**src/rtl/modular_invertor_arbiter.sv**
```systemverilog
// Round-robin share of one modular_invertor core between two word-serial requesters.
// Latency: req ena -> core_ena 2 cycles; reqN_ena is ignored while reqN_rdy=0 (no queueing beyond one pend bit).
module modular_invertor_arbiter #(
    parameter int WORD_WIDTH        = 32,
    parameter int OPERAND_ADDR_BITS = 3,
    parameter int TIMEOUT_CYCLES    = 65535
) (
    input  logic                         clk,
    input  logic                         rst,
    input  logic                         req0_ena,
    output logic                         req0_rdy,
    output logic                         req0_err,
    output logic [OPERAND_ADDR_BITS-1:0] req0_a_addr,
    input  logic [WORD_WIDTH-1:0]        req0_a_din,
    output logic [OPERAND_ADDR_BITS-1:0] req0_a1_addr,
    output logic                         req0_a1_wren,
    output logic [WORD_WIDTH-1:0]        req0_a1_dout,
    input  logic                         req1_ena,
    output logic                         req1_rdy,
    output logic                         req1_err,
    output logic [OPERAND_ADDR_BITS-1:0] req1_a_addr,
    input  logic [WORD_WIDTH-1:0]        req1_a_din,
    output logic [OPERAND_ADDR_BITS-1:0] req1_a1_addr,
    output logic                         req1_a1_wren,
    output logic [WORD_WIDTH-1:0]        req1_a1_dout,
    output logic                         core_ena,
    input  logic                         core_rdy,
    input  logic [OPERAND_ADDR_BITS-1:0] core_a_addr,
    output logic [WORD_WIDTH-1:0]        core_a_din,
    input  logic [OPERAND_ADDR_BITS-1:0] core_a1_addr,
    input  logic                         core_a1_wren,
    input  logic [WORD_WIDTH-1:0]        core_a1_dout,
    output logic                         owner,
    output logic                         busy
);

    localparam int WD_W = $clog2(TIMEOUT_CYCLES + 1);
    localparam logic [WD_W-1:0] WD_MAX = WD_W'(TIMEOUT_CYCLES);

    typedef enum logic [2:0] {
        S_IDLE,
        S_START,
        S_WAIT_BUSY,
        S_WAIT_DONE,
        S_RELEASE
    } state_t;

    state_t          state_q, state_d;
    logic [1:0]      pend_q, pend_d;
    logic [1:0]      err_q, err_d;
    logic            last_grant_q, last_grant_d;
    logic            owner_q, owner_d;
    logic            busy_q, busy_d;
    logic            core_ena_q, core_ena_d;
    logic [WD_W-1:0] wdog_q, wdog_d;

    logic [1:0]      acc;
    logic [1:0]      pend_nx;

    always_comb begin
        state_d      = state_q;
        last_grant_d = last_grant_q;
        owner_d      = owner_q;
        busy_d       = busy_q;
        core_ena_d   = 1'b0;
        wdog_d       = wdog_q;

        acc     = {req1_ena & ~pend_q[1], req0_ena & ~pend_q[0]};
        pend_nx = pend_q | acc;
        pend_d  = pend_nx;
        err_d   = err_q & ~acc;

        case (state_q)
            S_IDLE: begin
                // A request accepted this cycle can be granted this cycle.
                if (pend_nx != 2'b00) begin
                    owner_d = (pend_nx == 2'b11) ? ~last_grant_q : pend_nx[1];
                    busy_d  = 1'b1;
                    state_d = S_START;
                end
            end
            S_START: begin
                core_ena_d = 1'b1;
                wdog_d     = '0;
                state_d    = S_WAIT_BUSY;
            end
            S_WAIT_BUSY, S_WAIT_DONE: begin
                if (wdog_q == WD_MAX) begin
                    err_d[owner_q] = 1'b1;
                    state_d        = S_RELEASE;
                end else begin
                    wdog_d = wdog_q + 1'b1;
                    if (state_q == S_WAIT_BUSY && !core_rdy) begin
                        state_d = S_WAIT_DONE;
                    end else if (state_q == S_WAIT_DONE && core_rdy) begin
                        state_d = S_RELEASE;
                    end
                end
            end
            S_RELEASE: begin
                pend_d[owner_q] = 1'b0;
                last_grant_d    = owner_q;
                busy_d          = 1'b0;
                state_d         = S_IDLE;
            end
            default: state_d = S_IDLE;
        endcase
    end

    always_ff @(posedge clk) begin
        if (rst) begin
            state_q      <= S_IDLE;
            pend_q       <= 2'b00;
            err_q        <= 2'b00;
            last_grant_q <= 1'b1;
            owner_q      <= 1'b0;
            busy_q       <= 1'b0;
            core_ena_q   <= 1'b0;
            wdog_q       <= '0;
        end else begin
            state_q      <= state_d;
            pend_q       <= pend_d;
            err_q        <= err_d;
            last_grant_q <= last_grant_d;
            owner_q      <= owner_d;
            busy_q       <= busy_d;
            core_ena_q   <= core_ena_d;
            wdog_q       <= wdog_d;
        end
    end

    logic sel0, sel1;

    always_comb begin
        sel0 = busy_q & ~owner_q;
        sel1 = busy_q & owner_q;

        core_a_din   = sel1 ? req1_a_din : (sel0 ? req0_a_din : '0);

        req0_a_addr  = sel0 ? core_a_addr  : '0;
        req0_a1_addr = sel0 ? core_a1_addr : '0;
        req0_a1_dout = sel0 ? core_a1_dout : '0;
        req0_a1_wren = sel0 & core_a1_wren;

        req1_a_addr  = sel1 ? core_a_addr  : '0;
        req1_a1_addr = sel1 ? core_a1_addr : '0;
        req1_a1_dout = sel1 ? core_a1_dout : '0;
        req1_a1_wren = sel1 & core_a1_wren;
    end

    assign req0_rdy = ~pend_q[0];
    assign req1_rdy = ~pend_q[1];
    assign req0_err = err_q[0];
    assign req1_err = err_q[1];
    assign core_ena = core_ena_q;
    assign owner    = owner_q;
    assign busy     = busy_q;

endmodule

```
**config.mk**
```make
export PLATFORM = sky130hd
export DESIGN_NAME = modular_invertor_arbiter
export DESIGN_NICKNAME = d
export VERILOG_FILES = /design/src/rtl/modular_invertor_arbiter.sv
export SDC_FILE = /design/constraint.sdc
export NUM_CORES = 1
export LEC_CHECK = 0
export CAP_MARGIN = 5
export CORE_ASPECT_RATIO = 0.75
export CORE_MARGIN = 10
export CORE_UTILIZATION = 25
export DETAILED_ROUTE_END_ITERATION = 8
export DONT_BUFFER_PORTS = 1
export GPL_TIMING_DRIVEN = 0
export HOLD_SLACK_MARGIN = 0.02
export PLACE_DENSITY = 0.39
export SYNTH_ARGS = -nofsm -noshare
export SYNTH_HDL_FRONTEND = slang
export SYNTH_SLANG_ARGS = --single-unit
```
**constraint.sdc**
```tcl
create_clock -name clk -period 4.8 [get_ports clk]
set_input_delay 0.48 -clock clk [delete_from_list [all_inputs] [get_ports clk]]
set_output_delay 0.48 -clock clk [all_outputs]
set_load 0.1 [all_outputs]
```
==> impl_metrics.ini <==
[run_status]
status = completed

[detailed_routing]
num_vias = 2415
wl_microns = 10820
avgViaCountPerCell = 5.343
drtIter0Drc = 158
drtAntennaViolNets = 0
avgRoutedWirePerCell_microns = 23.94
drc = 0
firstDrtPassIters = 4

[logic_synthesis]
syn_nets = 429
yosysMostFrequentCell = and3_1
synthArstFlopShare_pct = 0
syn_avg_cell_area_sq_um = 7.449
synth_ff_type = dfxtp_1
yosysWarnings = 0
synth_area_leaders = dfxtp_1 (23%), mux2i_1 (14%), and3_1 (10%)
yosys.area.top_type = dfxtp_1
synth-seq-area-share_pct = 22.68
ys_ff_latch = 27
synth-edff-count = 0
synth_cells = 320
synth_area_sq_um = 2384
synth_top_area_share_pct = 22.68
synthTopCellsByCount = and3_1 (40), and2_1 (39), nor2b_1 (36), mux2i_1 (33), dfxtp_1 (27)
yosysUniqueCellTypes = 38

[worst_setup_path]
cp.required_ns = 4.32
crit_fanout = 10
cp.arrival_ns = 3.43
r2r_start = wdog_q[0]$_SDFFE_PP0P_
cp-start-kind = flop
crit_start = busy$_SDFFE_PP0P_
end_kind = primary output
crit_type = reg2out

[placed_design]
gp_congestion = 0.7436
placed_area_sq_um = 2624
hpwl_microns = 9330
port_buffers = 0

[sta]
finClkSkew_ns = 0.005188
finalSetupTns_ns = 0
finalSetupViolations = 0
fmax_ghz = 0.2555
hold_viol = 0
relSlewSlack_pct = 21.67
fin_crit_ns = 3.914
worstMarginPinSlew_ns = 1.164
finalCritPeriodShare_pct = 81.54
rsz0062_at_grt = no
report.final.slew_viol_count = 0

[clock_network]
worstSkewPairLatency_ns = 0.27
postCtsHoldBufs = 0
root_buffer = clkbuf_16
htree_levels = 1
cts_setup_buffers = 0
cts_resized = 0
clock_sinks = 27
cts_tree = done
numCtsBuffers = 3
clockBufferDepth = 2
cts.clk_slew.worst_paths_ns = 0.07

[layout]
fin_nets = 434
regArea_sq_um = 540.5
drive_gt1_share_pct = 13.89
syn_to_final_growth_pct = 13.54
fillers = 1033
design_area_sq_um = 2706
antenna_cells = 0
multiInputGateArea_sq_um = 1797

[grt]
overflow = 0
grt_usage_pct = 14.28
grt_first_pass_wirelength_microns = 16180
use_met2_pct = 23.65
grt_pass1_vias = 2414
grtUsageMet3_pct = 4.737
grt_most_used_layer = met2
grtUsageMet1_pct = 18.33
antenna_found_initial = 0
grt_start_max_net_pins = 17

[floorplanning]
num_rows = 30
die_h_microns = 104.6
die_w_microns = 132.8
io_pins = 225
design.die.area_sq_um = 13880
core_area_sq_um = 9159
start_util_pct = 26.02

[worst_hold_path]
hp-class = in2reg
worstHoldStart = rst

[flow_run]
maxCapViolations = 0

[power_and_ir_drop]
vdd_drop_max_v = 0.0001673
leakagePower_nw = 0.9865
cellPowerDensity_nw_per_um2 = 513.4
power.total_mw = 1.389
power breakdown:
group / internal, mW / leakage, nW / switching (mW) / total [mW]
Sequential: 0.235 / 0.219 / 0.0395 / 0.275
Clock: 0.113 / 0.0371 / 0.0848 / 0.198
Combinational: 0.111 / 0.730 / 0.805 / 0.916
Total: 0.460 / 0.986 / 0.929 / 1.39
per-layer routing:
metal,wire length [microns],share of wire (%)
met5,0,0
met4,37,0.34
met3,861,8.0
met2,5249,49
met1,4670,43
cells in the final DEF, fill, tap and decap left out, types with 2 or more instances in the layout:
cell type / n
a21oi_1: 14
a31oi_1: 3
and2_1: 39
and3_1: 40
and4_1: 2
buf_2: 2
clkbuf_1: 23
clkbuf_16: 3
dfxtp_1: 27
inv_1: 6
mux2i_1: 33
nand2_1: 13
nand3_1: 8
nand3b_1: 3
nand4_1: 6
nor2_1: 9
nor2b_1: 4
nor2b_2: 32
nor3_1: 5
nor4_1: 2
o211ai_1: 3
o21ai_0: 10
o31ai_1: 6
o41ai_1: 2
or3_1: 6
or3_2: 2
or4_1: 7
cell type report:
class,instances,share of cell area (%)
buffer,26,3.837
clock inverter,1,0.2774
sequential,27,19.97
tap,128,5.918
inverter,6,0.8322
multi-input combinational,261,66.39
clock buffer,3,2.774
sequential cells by signal, indices dropped and copies added, names as in the netlist:
register      flops
core_ena          1
owner             1
state_q           3
err_q             2
pend_q            2
last_grant_q      1
busy              1
wdog_q           16
worst max-delay path, cell delays in order (launching register included):
cell	delay [ns]
dfxtp_1	0.98
clkbuf_1	0.43
nor2b_1	0.27
clkbuf_1	0.34
clkbuf_1	0.30
and2_1	0.83
stage by stage:
step	utilization, %	setup slack (ns)	std cells	hold WS [ns]
finish	29.55	0.8863	452	0.3104
CTS	29.55	0.7540	452	0.3023
floorplan	-	1.201	320	0.4161
global route	29.55	0.5574	452	0.3076
global placement	27.77	0.8433	448	0.4384
detailed placement	28.65	1.062	448	0.4312
final timing paths:
check,end,slack (ns),cells after the start
setup / recovery,req0_a1_dout[21],0.89,5
setup reg to reg,state_q[0]$_SDFFE_PP0P_,2.19,6
hold / removal,wdog_q[0]$_SDFFE_PP0P_,0.31,1
hold reg to reg,last_grant_q$_SDFFE_PP1P_,0.45,2
logic make-up after synthesis:
logic type	count (synthesis)	share of synthesized area, %
AO/OA/AOI/OAI	43	11.02
adder cells (fa/ha/maj)	1	0.5249
buffers and inverters	32	5.302
flip-flops	27	22.68
multiplexers	33	13.86
AND/OR/NAND/NOR	184	46.61
(Power assumes the default switching activity.)
